### src/rtl/i2c_init_seq.sv
// i2c_init_seq: table-driven I2C init sequencer. start->i2c_start 1 cycle, final ready rise->done 1 cycle.
// Stalls in WAIT while i2c_ready is low. Define I2C_INIT_SEQ_ABORT_EN to end the sequence on the first nack.
module i2c_init_seq #(
  parameter int unsigned               NUM_BYTES  = 2,
  parameter logic [6:0]                I2C_ADDR   = 7'h21,
  parameter logic [8*NUM_BYTES-1:0]    INIT_DATA  = 16'hBBAA,
  parameter int unsigned               GAP_CYCLES = 0
) (
  input  logic       clk,
  input  logic       reset,
  input  logic       start,
  output logic       busy,
  output logic       done,
  output logic       error,
  output logic [7:0] progress,
  output logic [6:0] i2c_addr,
  output logic [7:0] i2c_data,
  output logic       i2c_start,
  input  logic       i2c_ready,
  input  logic       i2c_nack
);

  typedef enum logic [2:0] {
    S_IDLE,
    S_ISSUE,
    S_WAIT,
    S_GAP,
    S_DONE
  } state_t;

  localparam logic [7:0]  LAST_IDX = 8'(NUM_BYTES - 1);
  localparam logic [15:0] GAP_LOAD = 16'(GAP_CYCLES - 1);

  state_t      state, state_nxt;
  logic [7:0]  progress_nxt;
  logic [7:0]  data_nxt;
  logic        start_nxt;
  logic        busy_nxt;
  logic        done_nxt;
  logic        error_nxt;
  logic [15:0] gap_cnt, gap_nxt;
  logic        abort_hit;

  // A shift keeps the table lookup free of index-width mismatches for any NUM_BYTES.
  function automatic logic [7:0] byte_at(input logic [7:0] idx);
    logic [8*NUM_BYTES-1:0] sh;
    sh = INIT_DATA >> {idx, 3'b000};
    return sh[7:0];
  endfunction

`ifdef I2C_INIT_SEQ_ABORT_EN
  assign abort_hit = i2c_nack;
`else
  assign abort_hit = 1'b0;
`endif

  assign i2c_addr = I2C_ADDR;

  always_ff @(posedge clk) begin
    if (reset) begin
      state     <= S_IDLE;
      progress  <= 8'd0;
      i2c_data  <= 8'd0;
      i2c_start <= 1'b0;
      busy      <= 1'b0;
      done      <= 1'b0;
      error     <= 1'b0;
      gap_cnt   <= 16'd0;
    end else begin
      state     <= state_nxt;
      progress  <= progress_nxt;
      i2c_data  <= data_nxt;
      i2c_start <= start_nxt;
      busy      <= busy_nxt;
      done      <= done_nxt;
      error     <= error_nxt;
      gap_cnt   <= gap_nxt;
    end
  end

  // i2c_start/i2c_data are loaded on the transition into ISSUE so the request
  // appears one cycle after the decision, not two.
  always_comb begin
    state_nxt    = state;
    progress_nxt = progress;
    data_nxt     = i2c_data;
    start_nxt    = i2c_start;
    busy_nxt     = busy;
    done_nxt     = done;
    error_nxt    = error;
    gap_nxt      = gap_cnt;

    case (state)
      S_IDLE: begin
        if (start) begin
          state_nxt    = S_ISSUE;
          progress_nxt = 8'd0;
          error_nxt    = 1'b0;
          busy_nxt     = 1'b1;
          data_nxt     = byte_at(8'd0);
          start_nxt    = 1'b1;
        end
      end

      S_ISSUE: begin
        data_nxt  = byte_at(progress);
        start_nxt = 1'b1;
        if (!i2c_ready) begin
          state_nxt = S_WAIT;
          start_nxt = 1'b0;
        end
      end

      S_WAIT: begin
        if (i2c_ready) begin
          error_nxt = error | i2c_nack;
          if (progress == LAST_IDX || abort_hit) begin
            state_nxt = S_DONE;
            busy_nxt  = 1'b0;
            done_nxt  = 1'b1;
          end else begin
            progress_nxt = progress + 8'd1;
            if (GAP_CYCLES == 0) begin
              state_nxt = S_ISSUE;
              start_nxt = 1'b1;
              data_nxt  = byte_at(progress + 8'd1);
            end else begin
              state_nxt = S_GAP;
              gap_nxt   = GAP_LOAD;
            end
          end
        end
      end

      S_GAP: begin
        if (gap_cnt == 16'd0) begin
          state_nxt = S_ISSUE;
          start_nxt = 1'b1;
          data_nxt  = byte_at(progress);
        end else begin
          gap_nxt = gap_cnt - 16'd1;
        end
      end

      S_DONE: begin
        if (!start) begin
          state_nxt = S_IDLE;
          done_nxt  = 1'b0;
        end
      end

      default: state_nxt = S_IDLE;
    endcase
  end

endmodule

### config.mk
export PLATFORM = sky130hd
export DESIGN_NAME = i2c_init_seq
export DESIGN_NICKNAME = d
export VERILOG_FILES = /design/src/rtl/i2c_init_seq.sv
export SDC_FILE = /design/constraint.sdc
export NUM_CORES = 1
export LEC_CHECK = 0
export ABC_AREA = 1
export CAP_MARGIN = 20
export CORE_ASPECT_RATIO = 0.9
export CORE_MARGIN = 10
export CORE_UTILIZATION = 55
export CTS_BUF_LIST = sky130_fd_sc_hd__clkbuf_8
export CTS_CLUSTER_DIAMETER = 150
export DETAILED_ROUTE_END_ITERATION = 8
export PLACE_DENSITY = 0.88
export SYNTH_ARGS = -nofsm -noshare
export SYNTH_HDL_FRONTEND = slang
export SYNTH_SLANG_ARGS = --single-unit
### constraint.sdc
create_clock -name clk -period 1.79 [get_ports clk]
set_input_delay 0.4475 -clock clk [delete_from_list [all_inputs] [get_ports clk]]
set_output_delay 0.4475 -clock clk [all_outputs]
set_load 0.01 [all_outputs]
Yosys cells after proc, flatten, opt, wreduce, memory -nomap -nowiden
Cells that the tools add are included.
Widths: inputs -> output; s select.
{"block": "word_totals", "input_bits": 5, "wordCells": 70, "ff_bits": 39, "out_inout_bits": 27}
{"block": "classes", "bitwise": 2, "muxes": 32, "addsub": 2, "n_reduce_logical": 12, "shifts": 2, "eq_ne": 12}
{"op": "$mux 8", "n": 7}
{"op": "$pmux 8 s4", "n": 1}
{"op": "$shr 16x11->8 const A", "n": 2}
{"op": "$mux 3", "n": 6}
{"op": "$logic_not 16->1", "n": 1}
{"op": "$pmux 8 s2", "n": 1}
{"op": "$sub 16x1->16 const B", "n": 1}
{"op": "$pmux 3 s5", "n": 1}
{"op": "$ne 2x2->1 const B", "n": 7}
{"op": "$mux 1", "n": 12}
{"op": "$reduce_and 4->1", "n": 3}
{"op": "$reduce_and 5->1", "n": 2}
{"op": "$add 8x1->8 const B", "n": 1}
{"op": "$eq 8x1->1 const B", "n": 1}
{"op": "$eq 3x2->1 const B", "n": 2}
{"op": "$pmux 1 s2", "n": 3}
{"op": "$pmux 1 s4", "n": 1}
{"op": "$reduce_bool 2->1", "n": 2}
{"op": "$reduce_bool 4->1", "n": 1}
{"op": "$eq 3x1->1 const B", "n": 1}
{"op": "$eq 3x3->1 const B", "n": 1}
{"op": "$logic_not 3->1", "n": 1}
{"op": "$reduce_and 3->1", "n": 1}
{"op": "$reduce_and 2->1", "n": 1}
{"op": "2 further kinds", "n": 2}

Logic depth before layout (Yosys ltp)
Gate-level depths: netlist of the first run.
{"block": "logic_depth", "ltp_word": 5, "mapped_depth": 12, "depth_no_buf": 12}

Least setup slack after synthesis of the first run
No wires, ideal clock.
{"block": "synth_timing", "path_type": "reg2reg", "start": "register progress[0]", "end": "register i2c_data[5]", "path_buffers": 0, "required_ns": 1.673, "path_slack_ns": 0.335, "path_stages_with_launch": 11, "period_less_slack_ns": 1.455, "setup_time_ns": 0.117, "arrival_time_ns": 1.338, "path_cell_list": "dfxtp_1 -> ha_1 -> inv_1 -> nor2_1 -> nand2_2 -> nor2_2 -> nor2_1 -> nand2_1 -> inv_1 -> o21ai_0 -> nor2_1"}
{"block": "synth_between", "elab_chain_len": 5, "elab_cells_between_ends": 10, "cone_classes": "1 x add/sub; 2 x eq/ne; 2 x shift; 4 x mux; 1 x reduce/logical"}
{"item": "start, declared", "line": "15", "text": "output logic [7:0] progress,"}
{"item": "start signal, assigned", "line": "71", "text": "progress <= progress_nxt;"}
{"item": "$add 8x1->8", "line": "126", "text": "data_nxt = byte_at(progress + 8'd1);"}
{"item": "$shr 16x11->8", "line": "47", "text": "sh = INIT_DATA >> {idx, 3'b000};"}
{"item": "$mux 8", "line": "117", "text": "if (progress == LAST_IDX || abort_hit) begin"}
{"item": "$mux 8", "line": "115", "text": "if (i2c_ready) begin"}
{"item": "$pmux 8 s4", "line": "93", "text": "case (state)"}
{"item": "end signal, assigned", "line": "72", "text": "i2c_data <= data_nxt;"}
{"item": "end, declared", "line": "17", "text": "output logic [7:0] i2c_data,"}
Several ways; a longest one is shown, not always the timed one. The select of a mux whose other input is x is not followed.
A chain may end at the register's enable or synchronous reset.

Worst setup path in the final report of the first run
{"block": "layout_timing", "start": "register progress[3]", "end": "output port progress[3]"}
No word-level cell between the ends.

==> report_table.html, run 1 <==
<table>
<tr><th>Metric</th><th>Value</th></tr>
<tr><th colspan="2">Layout</th></tr>
<tr><td>Post-Route Utilization</td><td>67.7%</td></tr>
<tr><td>Number of diodes added for antenna fixing</td><td>0</td></tr>
<tr><td>Multi-input gate area</td><td>0.00110 mm2</td></tr>
<tr><td>Syn-to-layout area delta</td><td>16.2%</td></tr>
<tr><td>Fraction of layout cells with a size suffix above 1</td><td>12.1%</td></tr>
<tr><td>Sequential cell area</td><td>666 um2</td></tr>
<tr><td>Number of fill cells in the layout</td><td>286</td></tr>
<tr><td>Count of nets after finishing</td><td>339</td></tr>
<tr><th colspan="2">Clock network</th></tr>
<tr><td>Number of buffers created by CTS</td><td>5</td></tr>
<tr><td>TritonCTS clock tree</td><td>yes</td></tr>
<tr><td>Clock slew at reported path FFs</td><td>0.07 ns</td></tr>
<tr><td>Clock network latency to the later pin of the worst-skew pair</td><td>0.29 ns</td></tr>
<tr><td>Hold buffer count at cts</td><td>0</td></tr>
<tr><td>Root cell of the clock tree</td><td>sky130_fd_sc_hd__clkbuf_8</td></tr>
<tr><td>Sink count of the clock tree</td><td>33</td></tr>
<tr><td>Maximum level of the CTS H-tree</td><td>2</td></tr>
<tr><td>Clock buffer depth</td><td>2</td></tr>
<tr><th colspan="2">Global route</th></tr>
<tr><td>Busiest grt layer</td><td>met2</td></tr>
<tr><td>Global routing usage on met3</td><td>4.65%</td></tr>
<tr><td>Largest net degree at the start of global routing</td><td>21</td></tr>
<tr><td>GRT Resource Usage Total</td><td>14.9%</td></tr>
<tr><td>First-pass GRT wire length</td><td>8.31 mm</td></tr>
<tr><td>Antenna violations before repair</td><td>0</td></tr>
<tr><td>Global routing usage on met2</td><td>21.6%</td></tr>
<tr><td>Via count of the first global-routing pass</td><td>1866</td></tr>
<tr><td>Met1 usage in global routing</td><td>18.9%</td></tr>
<tr><td>Grt total ovfl</td><td>0</td></tr>
<tr><th colspan="2">Run</th></tr>
<tr><td>Number of max-capacitance violations reported</td><td>0</td></tr>
<tr><th colspan="2">STA</th></tr>
<tr><td>Final slew viol count</td><td>0</td></tr>
<tr><td>Maximum clock rate</td><td>575 MHz</td></tr>
<tr><td>Count of final setup violators</td><td>0</td></tr>
<tr><td>Final critical delay including setup and external delays</td><td>1.74 ns</td></tr>
<tr><td>Ratio of final minimum period to clock period</td><td>97.1%</td></tr>
<tr><td>Summed negative setup slack over all endpoints</td><td>0 ns</td></tr>
<tr><td>Clock skew after layout</td><td>0.00378 ns</td></tr>
<tr><td>Fin. Hold Viols</td><td>0</td></tr>
<tr><th colspan="2">Critical path</th></tr>
<tr><td>Worst-path maximum fanout</td><td>6</td></tr>
<tr><td>Path depth of the worst reg2reg path</td><td>12</td></tr>
<tr><td>CP bufs+invs</td><td>1</td></tr>
<tr><td>List of cells traversed by the critical path</td><td>clkdlybuf4s50_1</td></tr>
<tr><td>Worst Setup Start Kind</td><td>flop</td></tr>
<tr><td>Crit path max-delay family</td><td>buffers and inverters</td></tr>
<tr><td>Class of the most critical setup path</td><td>reg -&gt; out</td></tr>
<tr><td>Worst path max stage delay</td><td>0.58 ns</td></tr>
<tr><td>WP data arrival</td><td>1.29 ns</td></tr>
<tr><td>CP endpoint kind</td><td>output port</td></tr>
<tr><td>Worst reg2reg startpoint</td><td>gap_cnt[1]</td></tr>
<tr><td>Data required time at the worst endpoint</td><td>1.34 ns</td></tr>
<tr><td>WP depth</td><td>1</td></tr>
<tr><td>End of the worst register-to-register path</td><td>gap_cnt[14]</td></tr>
<tr><td>Cell with the largest stage delay on the worst path</td><td>sky130_fd_sc_hd__clkdlybuf4s50_1</td></tr>
<tr><td>R2R setup slack</td><td>0.18 ns</td></tr>
<tr><th colspan="2">Power</th></tr>
<tr><td>P_leak</td><td>1.06 nW</td></tr>
<tr><td>Peak supply drop</td><td>0.445 mV</td></tr>
<tr><td>Power per standard cell area</td><td>668 mW/mm2</td></tr>
<tr><th colspan="2">Floorplanning</th></tr>
<tr><td>Ports placed on the boundary</td><td>32</td></tr>
<tr><td>Die Outline Area</td><td>0.00644 mm2</td></tr>
<tr><td>Vertical die dimension</td><td>77.1 um</td></tr>
<tr><td>Placement row count</td><td>20</td></tr>
<tr><td>Starting density of the core</td><td>58.2%</td></tr>
<tr><td>Area of the core</td><td>0.00343 mm2</td></tr>
<tr><td>Floorplan die width</td><td>83.5 um</td></tr>
<tr><th colspan="2">Drt</th></tr>
<tr><td>Number of detailed-route iterations in the first pass</td><td>6</td></tr>
<tr><td>WL final</td><td>4.74 mm</td></tr>
<tr><td>Initial drt markers</td><td>177</td></tr>
<tr><td>Residual DRC count</td><td>0</td></tr>
<tr><td>Routed via count divided by cell count</td><td>5.14</td></tr>
<tr><td>Routed WL per cell</td><td>12.6 um</td></tr>
<tr><td>Antenna Violating Nets Remaining</td><td>0</td></tr>
<tr><td>Number of vias in the routed layout</td><td>1927</td></tr>
<tr><th colspan="2">Logic synthesis</th></tr>
<tr><td>Per-instance average area after synthesis</td><td>6.52 um2</td></tr>
<tr><td>Mapped Cells</td><td>306</td></tr>
<tr><td>Yosys cell types</td><td>30</td></tr>
<tr><td>Synth Cell Area</td><td>0.00200 mm2</td></tr>
<tr><td>Portion of the post-synthesis area used by sequential elements</td><td>33.1%</td></tr>
<tr><td>Yosys Warn Count</td><td>0</td></tr>
<tr><td>Flip-flop and latch count after synthesis</td><td>33</td></tr>
<tr><th colspan="2">Placed design</th></tr>
<tr><td>Count of input and output buffers</td><td>22</td></tr>
<tr><td>Hpwl dp</td><td>3.51 mm</td></tr>
<tr><td>Gpl congestion</td><td>0.848</td></tr>
<tr><th colspan="2">Status</th></tr>
<tr><td>Result of the run</td><td>finished clean</td></tr>
<tr><th colspan="2">Hold path</th></tr>
<tr><td>Worst hold start</td><td>error</td></tr>
<tr><td>End point of the most critical hold path</td><td>error</td></tr>
<tr><td>Hold-critical path depth</td><td>2</td></tr>
<tr><td>Type of the most critical hold path</td><td>reg -&gt; reg</td></tr>
</table>
[where the power goes]
| group | internal (mW) | switching (mW) |
|---|---|---|
| clock | 0.259 | 0.267 |
| combinational | 0.107 | 0.144 |
| sequential | 0.754 | 0.0186 |
| total | 1.12 | 0.429 |
[registers in the layout (all words and copies together), names as in the netlist]
| signal | count |
|---|---|
| busy | 1 |
| done | 1 |
| error | 1 |
| gap_cnt | 16 |
| i2c_data | 2 |
| i2c_start | 1 |
| progress | 8 |
| state | 3 |
[final cells by class]
type / instances / share of cell area [%]
tap: 44 / 2.37
timing repair buffer: 27 / 11.7
clock buffer: 5 / 2.97
inverter: 40 / 6.47
sequential: 33 / 28.7
clock inverter: 3 / 0.485
multi-input combinational: 223 / 47.4
[per-stage QoR]
stage	cell area, um2	hold slack, ns	power, mW	worst slack (ns)	std cells
after global routing	2320	0.497	1.62	-0.00742	375
after detailed placement	2220	0.436	1.04	-0.0539	366
after floorplan	2020	0.452	0.959	0.335	313
after CTS	2300	0.453	1.55	0.00261	374
final	2320	0.452	1.55	0.0515	375
after global placement	2220	0.432	1.03	0.0223	366
[worst max-delay path by stage]
stage                     slack [ns]     endpoint         from
after global placement          0.02  progress[0]    i2c_ready
after global routing          -0.007  gap_cnt[14]   gap_cnt[1]
after detailed placement       -0.05     state[0]    i2c_ready
after CTS                      0.003  progress[1]  progress[1]
after floorplan                 0.33  i2c_data[5]  progress[0]
final                           0.05  progress[3]  progress[3]
[routing by layer]
metal	part of all wire, %	routed length [um]
met5	0	0
met4	1.9	88
met3	9.2	435
met2	44	2090
met1	45	2120
[cell usage after synthesis]
master,n,area [um2]
sky130_fd_sc_hd__a21oi_1,25,125
sky130_fd_sc_hd__a21oi_2,1,8.76
sky130_fd_sc_hd__a31oi_1,3,18.8
sky130_fd_sc_hd__buf_4,13,97.6
sky130_fd_sc_hd__buf_8,1,15.0
sky130_fd_sc_hd__clkbuf_1,3,11.3
sky130_fd_sc_hd__conb_1,2,7.51
sky130_fd_sc_hd__dfxtp_1,33,661
sky130_fd_sc_hd__ha_1,4,50.1
sky130_fd_sc_hd__inv_1,36,135
sky130_fd_sc_hd__inv_2,4,15.0
sky130_fd_sc_hd__nand2_1,81,304
sky130_fd_sc_hd__nand2_2,5,31.3
sky130_fd_sc_hd__nand2_4,2,22.5
sky130_fd_sc_hd__nand3_1,13,65.1
sky130_fd_sc_hd__nand3_2,2,20.0
sky130_fd_sc_hd__nand4_1,3,18.8
sky130_fd_sc_hd__nor2_1,42,158
sky130_fd_sc_hd__nor2_2,6,37.5
sky130_fd_sc_hd__nor2_4,3,33.8
sky130_fd_sc_hd__nor3_1,1,5.00
sky130_fd_sc_hd__nor3b_4,1,18.8
sky130_fd_sc_hd__o21a_1,1,7.51
sky130_fd_sc_hd__o21ai_0,8,40.0
sky130_fd_sc_hd__o21ai_1,5,25.0
sky130_fd_sc_hd__o22ai_1,1,6.26
sky130_fd_sc_hd__o31ai_1,1,7.51
sky130_fd_sc_hd__or2_1,1,6.26
sky130_fd_sc_hd__xnor2_1,2,17.5
sky130_fd_sc_hd__xor2_1,3,26.3
[cells by family (layout without fill, tap and decap cells)]
logic type               Yosys count  in the layout  synth area share, %
flip-flops                        33             33                 33.1
adder cells (fa/ha/maj)            4              4                 2.51
buffers and inverters             57             75                 13.7
other                              2              9                0.376
XOR/XNOR                           5              5                 2.19
AO/OA/AOI/OAI                     45             45                 12.0
AND/OR/NAND/NOR                  160            160                 36.1
[layout by cell type (no fill, tap or decap), types with 3 or more instances in the layout]
cell                               n
sky130_fd_sc_hd__o21ai_0           8
sky130_fd_sc_hd__buf_4             4
sky130_fd_sc_hd__nor2_1           41
sky130_fd_sc_hd__nor2_2            7
sky130_fd_sc_hd__clkdlybuf4s50_1  22
sky130_fd_sc_hd__o21ai_1           5
sky130_fd_sc_hd__clkbuf_8          5
sky130_fd_sc_hd__nand2_2           5
sky130_fd_sc_hd__inv_1            38
sky130_fd_sc_hd__xor2_1            3
sky130_fd_sc_hd__nor2_4            3
sky130_fd_sc_hd__a31oi_1           3
sky130_fd_sc_hd__nand3_1          13
sky130_fd_sc_hd__a21oi_1          25
sky130_fd_sc_hd__nand2_1          81
sky130_fd_sc_hd__dfxtp_1          29
sky130_fd_sc_hd__dfxtp_2           4
sky130_fd_sc_hd__nand4_1           3
sky130_fd_sc_hd__ha_1              4
sky130_fd_sc_hd__conb_1            9
sky130_fd_sc_hd__inv_2             5
[worst min-delay path, stage by stage (launching register included)]
cell                      delay, ns
sky130_fd_sc_hd__dfxtp_1       0.31
sky130_fd_sc_hd__inv_1         0.05
sky130_fd_sc_hd__a21oi_1       0.05
[what timing repair did]
| action | in CTS | in global routing |
|---|---|---|
| buffers inserted | 0 | 1 |
| setup endpoints to repair | 1 | 7 |
| gates resized for setup | 1 | 6 |
| pin swaps | 0 | 2 |
No activity file was read; power rests on OpenSTA's default activity.
==> run 2: changes to the inputs <==
==> constraint.sdc (replaced) <==
create_clock -name clk -period 1.65 [get_ports clk]
set_input_delay 0.4125 -clock clk [delete_from_list [all_inputs] [get_ports clk]]
set_output_delay 0.4125 -clock clk [all_outputs]
set_load 0.01 [all_outputs]
==> report_table.html, run 2 (synthesis results as in run 1) <==
<table>
<tr><th>Metric</th><th>Value</th></tr>
<tr><th colspan="2">Global route</th></tr>
<tr><td>Largest net degree at the start of global routing</td><td>21</td></tr>
<tr><td>Grt total ovfl</td><td>0</td></tr>
<tr><td>First-pass GRT wire length</td><td>7.40 mm</td></tr>
<tr><td>Via count of the first global-routing pass</td><td>1697</td></tr>
<tr><td>Antenna violations before repair</td><td>0</td></tr>
<tr><td>GRT Resource Usage Total</td><td>13.6%</td></tr>
<tr><th colspan="2">Drt</th></tr>
<tr><td>Routed WL per cell</td><td>12.2 um</td></tr>
<tr><td>Residual DRC count</td><td>0</td></tr>
<tr><td>Number of vias in the routed layout</td><td>1932</td></tr>
<tr><td>Antenna Violating Nets Remaining</td><td>0</td></tr>
<tr><td>Initial drt markers</td><td>141</td></tr>
<tr><td>WL final</td><td>4.64 mm</td></tr>
<tr><td>Number of detailed-route iterations in the first pass</td><td>4</td></tr>
<tr><td>Routed via count divided by cell count</td><td>5.08</td></tr>
<tr><th colspan="2">Placed design</th></tr>
<tr><td>Worst slack at placement</td><td>-0.147 ns</td></tr>
<tr><td>Count of input and output buffers</td><td>22</td></tr>
<tr><td>Hpwl dp</td><td>3.31 mm</td></tr>
<tr><td>Gpl congestion</td><td>0.845</td></tr>
<tr><td>Cell Count Post-Placement</td><td>368</td></tr>
<tr><th colspan="2">Critical path</th></tr>
<tr><td>Worst reg2reg startpoint</td><td>gap_cnt[1]</td></tr>
<tr><td>End of the worst register-to-register path</td><td>gap_cnt[14]</td></tr>
<tr><td>WP depth</td><td>1</td></tr>
<tr><td>Cell with the largest stage delay on the worst path</td><td>sky130_fd_sc_hd__clkdlybuf4s50_1</td></tr>
<tr><td>End of the critical path</td><td>busy</td></tr>
<tr><td>Worst-path maximum fanout</td><td>2</td></tr>
<tr><td>Worst path max stage delay</td><td>0.55 ns</td></tr>
<tr><td>Launch point of the critical path</td><td>busy</td></tr>
<tr><td>Worst Setup Start Kind</td><td>flop</td></tr>
<tr><td>Class of the most critical setup path</td><td>reg -&gt; out</td></tr>
<tr><td>List of cells traversed by the critical path</td><td>clkdlybuf4s50_1</td></tr>
<tr><td>CP endpoint kind</td><td>output port</td></tr>
<tr><td>Data required time at the worst endpoint</td><td>1.24 ns</td></tr>
<tr><td>Crit path max-delay family</td><td>buffers and inverters</td></tr>
<tr><td>Path depth of the worst reg2reg path</td><td>12</td></tr>
<tr><td>WP data arrival</td><td>1.19 ns</td></tr>
<tr><td>CP bufs+invs</td><td>1</td></tr>
<tr><td>R2R setup slack</td><td>0.10 ns</td></tr>
<tr><th colspan="2">Clock network</th></tr>
<tr><td>Sink count of the clock tree</td><td>33</td></tr>
<tr><td>Clock buffer depth</td><td>2</td></tr>
<tr><td>Clock slew at reported path FFs</td><td>0.07 ns</td></tr>
<tr><td>Maximum level of the CTS H-tree</td><td>2</td></tr>
<tr><td>Root cell of the clock tree</td><td>sky130_fd_sc_hd__clkbuf_8</td></tr>
<tr><td>Number of buffers created by CTS</td><td>5</td></tr>
<tr><td>Clock network latency to the later pin of the worst-skew pair</td><td>0.29 ns</td></tr>
<tr><td>TritonCTS clock tree</td><td>yes</td></tr>
<tr><th colspan="2">STA</th></tr>
<tr><td>Clock skew after layout</td><td>0.00287 ns</td></tr>
<tr><td>Summed negative setup slack over all endpoints</td><td>0 ns</td></tr>
<tr><td>Final critical delay including setup and external delays</td><td>1.60 ns</td></tr>
<tr><td>Count of final setup violators</td><td>0</td></tr>
<tr><td>Worst-case setup margin in the final layout</td><td>0.0475 ns</td></tr>
<tr><td>Ratio of final minimum period to clock period</td><td>97.1%</td></tr>
<tr><td>Maximum clock rate</td><td>624 MHz</td></tr>
<tr><td>Final slew viol count</td><td>0</td></tr>
<tr><td>Unrepaired setup endpoints after global routing</td><td>true</td></tr>
<tr><td>Fin. Hold Viols</td><td>0</td></tr>
<tr><th colspan="2">Layout</th></tr>
<tr><td>Final Non-Filler Cells</td><td>380</td></tr>
<tr><td>Commonest non-fill, non-tap cell in the layout</td><td>sky130_fd_sc_hd__nand2_1</td></tr>
<tr><td>Max reg flops</td><td>16</td></tr>
<tr><td>Biggest register</td><td>gap_cnt</td></tr>
<tr><td>Fraction of layout cells with a size suffix above 1</td><td>15.2%</td></tr>
<tr><td>Syn-to-layout area delta</td><td>20.1%</td></tr>
<tr><td>Number of diodes added for antenna fixing</td><td>0</td></tr>
<tr><td>Largest registers ranked by flip-flop count</td><td>gap_cnt (16), progress (8), state (3)</td></tr>
<tr><td>Count of nets after finishing</td><td>344</td></tr>
<tr><td>Number of fill cells in the layout</td><td>282</td></tr>
<tr><td>Commonest non-fill, non-tap cells in the layout</td><td>sky130_fd_sc_hd__nand2_1, sky130_fd_sc_hd__nor2_1, sky130_fd_sc_hd__inv_1, sky130_fd_sc_hd__dfxtp_1, sky130_fd_sc_hd__a21oi_1</td></tr>
<tr><th colspan="2">Power</th></tr>
<tr><td>Peak supply drop</td><td>0.382 mV</td></tr>
<tr><td>Power per standard cell area</td><td>709 mW/mm2</td></tr>
<tr><td>P_leak</td><td>1.21 nW</td></tr>
<tr><th colspan="2">Floorplanning</th></tr>
<tr><td>Ports placed on the boundary</td><td>32</td></tr>
<tr><td>Placement row count</td><td>20</td></tr>
<tr><td>Floorplan die width</td><td>83.5 um</td></tr>
<tr><td>Starting density of the core</td><td>58.2%</td></tr>
<tr><td>Area of the core</td><td>0.00343 mm2</td></tr>
<tr><td>Die Outline Area</td><td>0.00644 mm2</td></tr>
<tr><td>Vertical die dimension</td><td>77.1 um</td></tr>
<tr><th colspan="2">Status</th></tr>
<tr><td>Result of the run</td><td>finished clean</td></tr>
<tr><th colspan="2">Hold path</th></tr>
<tr><td>Type of the most critical hold path</td><td>reg -&gt; reg</td></tr>
<tr><th colspan="2">Run</th></tr>
<tr><td>Number of max-capacitance violations reported</td><td>0</td></tr>
</table>
[run 2: cell count changes in the layout (fill, tap and decap cells not counted), sizes merged]
cell	before	now
clkdlybuf4s50	22	8
dlygate4sd2	0	8
dlymetal6s2s	0	6
buf	5	10
clkinv	0	2
inv	43	41
[run 2: area by class of cell]
cell class	count	area (um2)	share of cell area (%)
clock buffer	5	68.8	2.87
sequential	33	671	28.0
multi-input combinational	223	1120	46.9
inverter	40	150	6.27
timing repair buffer	32	313	13.1
clock inverter	3	13.8	0.574
tap	44	55.1	2.30
[run 2: worst min path at each step]
stage,start,endpoint,slack (ns),cells past startpoint
after global routing,error,error,0.49,2
after floorplan,gap_cnt[4],gap_cnt[4],0.45,2
after detailed placement,error,error,0.45,2
final,error,error,0.46,2
after CTS,error,error,0.47,2
after global placement,error,error,0.43,2
[run 2: routing by layer]
layer	up-vias	global-route usage (%)	share of wire (%)
met5	-	0	0
met4	0	7.69	1.7
met3	8	4.33	9.1
met2	65	19.8	42
met1	862	17.1	47
li1	997	-	-
[run 2: through the flow]
stage / area, um2 / power, mW / hold slack, ns / util (%)
floorplan: 2020 / 1.04 / 0.452 / -
global placement: 2230 / 1.12 / 0.432 / 65.1
detailed placement: 2230 / 1.13 / 0.453 / 65.1
CTS: 2310 / 1.71 / 0.467 / 67.3
global route: 2400 / 1.77 / 0.485 / 69.9
finish: 2400 / 1.70 / 0.459 / 69.9
[run 2: what timing repair did]
| item | in CTS | in global routing |
|---|---|---|
| hold endpoints to repair | 0 | 0 |
| endpoints found under the setup margin | 11 | 18 |
| buffers inserted | 0 | 4 |
| pin swaps | 0 | 4 |
| hold buffers | 0 | 0 |
| resized for setup | 12 | 19 |
| cloned | 0 | 0 |
[run 2: report_power, final]
group | leakage (nW) | switching (mW) | internal [mW]
registers | 0.271 | 0.0189 | 0.816
logic | 0.894 | 0.161 | 0.116
clock network | 0.0491 | 0.303 | 0.286
==> run 3: changes to the inputs <==
--- a/config.mk
+++ b/config.mk
@@ -5,14 +5,13 @@
 export SDC_FILE = /design/constraint.sdc
 export NUM_CORES = 1
 export LEC_CHECK = 0
-export ABC_AREA = 1
 export CAP_MARGIN = 20
 export CORE_ASPECT_RATIO = 0.9
-export CORE_MARGIN = 10
 export CORE_UTILIZATION = 55
 export CTS_BUF_LIST = sky130_fd_sc_hd__clkbuf_8
 export CTS_CLUSTER_DIAMETER = 150
 export DETAILED_ROUTE_END_ITERATION = 8
+export MAX_ROUTING_LAYER = met4
 export PLACE_DENSITY = 0.88
 export SYNTH_ARGS = -nofsm -noshare
 export SYNTH_HDL_FRONTEND = slang
==> report_table.html, run 3 <==
<table>
<tr><th>Metric</th><th>Value</th></tr>
<tr><th colspan="2">Status</th></tr>
<tr><td>Result of the run</td><td>finished, violations left</td></tr>
<tr><td>Failing checks</td><td>DRC, setup timing</td></tr>
<tr><th colspan="2">Logic synthesis</th></tr>
<tr><td>Synth Cell Area</td><td>0.00188 mm2</td></tr>
<tr><td>Portion of the post-synthesis area used by sequential elements</td><td>35.1%</td></tr>
<tr><td>Mapped Cells</td><td>233</td></tr>
<tr><td>Yosys cell types</td><td>50</td></tr>
<tr><td>Number of enable-type register cells in the synthesized netlist</td><td>0</td></tr>
<tr><td>Post-synth top flop</td><td>sky130_fd_sc_hd__dfxtp_1</td></tr>
<tr><td>List of most frequent post-synthesis cells</td><td>sky130_fd_sc_hd__dfxtp_1, sky130_fd_sc_hd__nor2_1, sky130_fd_sc_hd__a21oi_1</td></tr>
<tr><td>Biggest area consumer among synthesized cells</td><td>sky130_fd_sc_hd__dfxtp_1</td></tr>
<tr><td>Largest cells by area after synthesis</td><td>sky130_fd_sc_hd__dfxtp_1, sky130_fd_sc_hd__nor2_1, sky130_fd_sc_hd__a21oi_1, sky130_fd_sc_hd__buf_4, sky130_fd_sc_hd__xor2_1</td></tr>
<tr><td>Per-instance average area after synthesis</td><td>8.08 um2</td></tr>
<tr><td>Asr flop ratio synth</td><td>0%</td></tr>
<tr><td>Cell with the most instances after synthesis</td><td>sky130_fd_sc_hd__dfxtp_1</td></tr>
<tr><td>Yosys Warn Count</td><td>0</td></tr>
<tr><td>Flip-flop and latch count after synthesis</td><td>33</td></tr>
<tr><td>Yosys top cell area share</td><td>35.1%</td></tr>
<tr><th colspan="2">Drt</th></tr>
<tr><td>WL final</td><td>9.15 mm</td></tr>
<tr><td>Residual DRC count</td><td>15</td></tr>
<tr><td>Number of detailed-route iterations in the first pass</td><td>9</td></tr>
<tr><td>Initial drt markers</td><td>418</td></tr>
<tr><td>Routed via count divided by cell count</td><td>7.06</td></tr>
<tr><td>Routed WL per cell</td><td>25.8 um</td></tr>
<tr><td>Number of vias in the routed layout</td><td>2508</td></tr>
<tr><td>Antenna Violating Nets Remaining</td><td>0</td></tr>
<tr><th colspan="2">Layout</th></tr>
<tr><td>Commonest non-fill, non-tap cell in the layout</td><td>sky130_fd_sc_hd__buf_4</td></tr>
<tr><td>Largest registers ranked by flip-flop count</td><td>gap_cnt (16), progress (8), state (3)</td></tr>
<tr><td>Count of nets after finishing</td><td>321</td></tr>
<tr><td>Max reg flops</td><td>16</td></tr>
<tr><td>Commonest non-fill, non-tap cells in the layout</td><td>sky130_fd_sc_hd__buf_4, sky130_fd_sc_hd__nor2_1, sky130_fd_sc_hd__dfxtp_1, sky130_fd_sc_hd__a21oi_1, sky130_fd_sc_hd__dfxtp_2</td></tr>
<tr><td>Post-route cell area</td><td>0.00298 mm2</td></tr>
<tr><td>Number of diodes added for antenna fixing</td><td>0</td></tr>
<tr><td>Syn-to-layout area delta</td><td>58.1%</td></tr>
<tr><td>Final Non-Filler Cells</td><td>355</td></tr>
<tr><td>Number of fill cells in the layout</td><td>89</td></tr>
<tr><td>Fraction of layout cells with a size suffix above 1</td><td>44.7%</td></tr>
<tr><td>Biggest register</td><td>gap_cnt</td></tr>
<tr><td>Sequential cell area</td><td>686 um2</td></tr>
<tr><td>Multi-input gate area</td><td>0.00133 mm2</td></tr>
<tr><th colspan="2">STA</th></tr>
<tr><td>Worst-case setup margin in the final layout</td><td>-0.558 ns</td></tr>
<tr><td>Worst hold slack</td><td>0.483 ns</td></tr>
<tr><td>Final critical delay including setup and external delays</td><td>2.21 ns</td></tr>
<tr><td>Clock skew after layout</td><td>0.0158 ns</td></tr>
<tr><td>Unrepaired setup endpoints after global routing</td><td>true</td></tr>
<tr><td>Count of final setup violators</td><td>34</td></tr>
<tr><td>Maximum clock rate</td><td>453 MHz</td></tr>
<tr><td>Final slew viol count</td><td>0</td></tr>
<tr><td>Fin. Hold Viols</td><td>0</td></tr>
<tr><td>Ratio of final minimum period to clock period</td><td>134%</td></tr>
<tr><th colspan="2">Floorplanning</th></tr>
<tr><td>Ports placed on the boundary</td><td>32</td></tr>
<tr><td>Die Outline Area</td><td>0.00366 mm2</td></tr>
<tr><td>Placement row count</td><td>19</td></tr>
<tr><td>Starting density of the core</td><td>59.6%</td></tr>
<tr><td>Vertical die dimension</td><td>57.5 um</td></tr>
<tr><td>Floorplan die width</td><td>63.7 um</td></tr>
<tr><td>Area of the core</td><td>0.00316 mm2</td></tr>
<tr><th colspan="2">Global route</th></tr>
<tr><td>Via count of the first global-routing pass</td><td>2214</td></tr>
<tr><td>Largest net degree at the start of global routing</td><td>21</td></tr>
<tr><td>First-pass GRT wire length</td><td>11.3 mm</td></tr>
<tr><td>Busiest grt layer</td><td>met2</td></tr>
<tr><td>Met1 usage in global routing</td><td>47.1%</td></tr>
<tr><td>Grt total ovfl</td><td>0</td></tr>
<tr><td>GRT Resource Usage Total</td><td>43.5%</td></tr>
<tr><td>Global routing usage on met3</td><td>10.4%</td></tr>
<tr><td>Antenna violations before repair</td><td>0</td></tr>
<tr><td>Global routing usage on met2</td><td>71.1%</td></tr>
<tr><th colspan="2">Critical path</th></tr>
<tr><td>List of cells traversed by the critical path</td><td>or4_4 -&gt; buf_4 -&gt; nor2_2 -&gt; nand4_1 -&gt; buf_4 -&gt; or3_1 -&gt; a21oi_1</td></tr>
<tr><td>Path depth of the worst reg2reg path</td><td>7</td></tr>
<tr><td>Data required time at the worst endpoint</td><td>1.87 ns</td></tr>
<tr><td>Critical Path Most Common Cell</td><td>sky130_fd_sc_hd__buf_4</td></tr>
<tr><td>Class of the most critical setup path</td><td>reg -&gt; reg</td></tr>
<tr><td>Worst Setup Start Kind</td><td>flop</td></tr>
<tr><td>Worst-path maximum fanout</td><td>6</td></tr>
<tr><td>R2R setup slack</td><td>-0.56 ns</td></tr>
<tr><td>WP data arrival</td><td>2.42 ns</td></tr>
<tr><td>Cell with the largest stage delay on the worst path</td><td>sky130_fd_sc_hd__or4_4</td></tr>
<tr><td>Worst reg2reg startpoint</td><td>gap_cnt[5]</td></tr>
<tr><td>CP endpoint kind</td><td>flop</td></tr>
<tr><td>Worst path max stage delay</td><td>0.53 ns</td></tr>
<tr><td>End of the worst register-to-register path</td><td>gap_cnt[13]</td></tr>
<tr><th colspan="2">Run</th></tr>
<tr><td>Number of max-capacitance violations reported</td><td>0</td></tr>
<tr><th colspan="2">Placed design</th></tr>
<tr><td>Hpwl dp</td><td>3.59 mm</td></tr>
<tr><td>Gpl congestion</td><td>0.854</td></tr>
<tr><td>Placement Cell Area</td><td>0.00245 mm2</td></tr>
<tr><td>Count of input and output buffers</td><td>22</td></tr>
<tr><td>Cell Count Post-Placement</td><td>331</td></tr>
<tr><th colspan="2">Hold path</th></tr>
<tr><td>Type of the most critical hold path</td><td>reg -&gt; reg</td></tr>
<tr><td>Worst hold start</td><td>i2c_start</td></tr>
<tr><td>Hold-critical path depth</td><td>1</td></tr>
<tr><td>End point of the most critical hold path</td><td>i2c_start</td></tr>
<tr><th colspan="2">Clock network</th></tr>
<tr><td>Clock slew at reported path FFs</td><td>0.07 ns</td></tr>
<tr><td>Number of buffers created by CTS</td><td>5</td></tr>
<tr><td>Clock buffer depth</td><td>2</td></tr>
<tr><td>Sink count of the clock tree</td><td>33</td></tr>
<tr><td>TritonCTS clock tree</td><td>yes</td></tr>
<tr><td>Maximum level of the CTS H-tree</td><td>2</td></tr>
<tr><td>Root cell of the clock tree</td><td>sky130_fd_sc_hd__clkbuf_8</td></tr>
<tr><td>Hold buffer count at cts</td><td>0</td></tr>
<tr><td>Clock network latency to the later pin of the worst-skew pair</td><td>0.31 ns</td></tr>
<tr><th colspan="2">Power</th></tr>
<tr><td>Peak supply drop</td><td>0.570 mV</td></tr>
<tr><td>Power per standard cell area</td><td>656 mW/mm2</td></tr>
<tr><td>P_leak</td><td>1.29 nW</td></tr>
<tr><td>Overall power</td><td>1.95 mW</td></tr>
</table>
run 3: cell count changes in the layout (fill, tap and decap cells not counted), sizes merged, moves of 6 or more:
cell,before,now
a21oi,26,20
buf,10,69
inv,41,7
nand2,88,6
nand3,15,6
nor2,51,28
nor3,1,8
or3,0,10
run 3: cell type report:
class	count	share of cell area, %
clock buffers	6	2.77
inverters	7	0.883
flip-flops and latches	33	23.0
repair buffers	91	25.8
clock inverters	2	1.26
multi-input cells	174	44.5
well taps	42	1.77
run 3: critical path: cells and delay by family, from the launching register on:
kind / cells / cell delay (ns)
AOI/OAI and AO/OA: 1 / 0.22
buffers and inverters: 2 / 0.39
and+or+nand+nor: 4 / 1.16
DFF: 1 / 0.32
run 3: repair_timing:
item,4_1_cts,5_1_grt
pin swaps,26,16
buffers inserted,9,7
gates resized for setup,56,34
setup endpoints to repair,41,37
run 3: cells by family after synthesis:
logic type | share of synthesized area (%)
muxes | 1.66
adders and majority gates | 2.66
buffers and inverters | 10.1
other | 0.399
and+or+nand+nor | 27.9
AOI/OAI and AO/OA | 17.5
DFF | 35.1
xor gates and xnor gates | 4.65
run 3: how the worst max path moves through the flow:
stage               startpoint     endpoint  slack [ns]  cells past startpoint
floorplan           gap_cnt[5]  i2c_data[4]       -0.67                      8
global placement     i2c_ready  progress[4]       -0.43                      7
detailed placement  gap_cnt[5]  i2c_data[4]       -0.47                      5
CTS                 gap_cnt[5]  i2c_data[4]       -0.44                      5
global route        gap_cnt[5]  gap_cnt[13]       -0.56                      7
finish              gap_cnt[5]  gap_cnt[13]       -0.56                      7
run 3: routing by layer:
metal,routed length (um),up-vias
met5,0,-
met4,905,0
met3,1180,123
met2,3990,302
met1,3080,1113
li1,-,970
run 3: report_power, final:
part | switching [mW] | leakage (nW) | internal, mW
clock | 0.334 | 0.0574 | 0.491
sequential | 0.0148 | 0.275 | 0.808
combinational | 0.175 | 0.953 | 0.131
run 3: stage by stage:
stage / setup TNS (ns) / worst slack, ns / util (%)
finish: -10.61 / -0.558 / 94.1
global route: -11.30 / -0.564 / 94.1
global placement: -7.37 / -0.426 / 77.5
detailed placement: -9.62 / -0.470 / 77.5
CTS: -5.73 / -0.436 / 88.3
floorplan: -4.55 / -0.671 / -
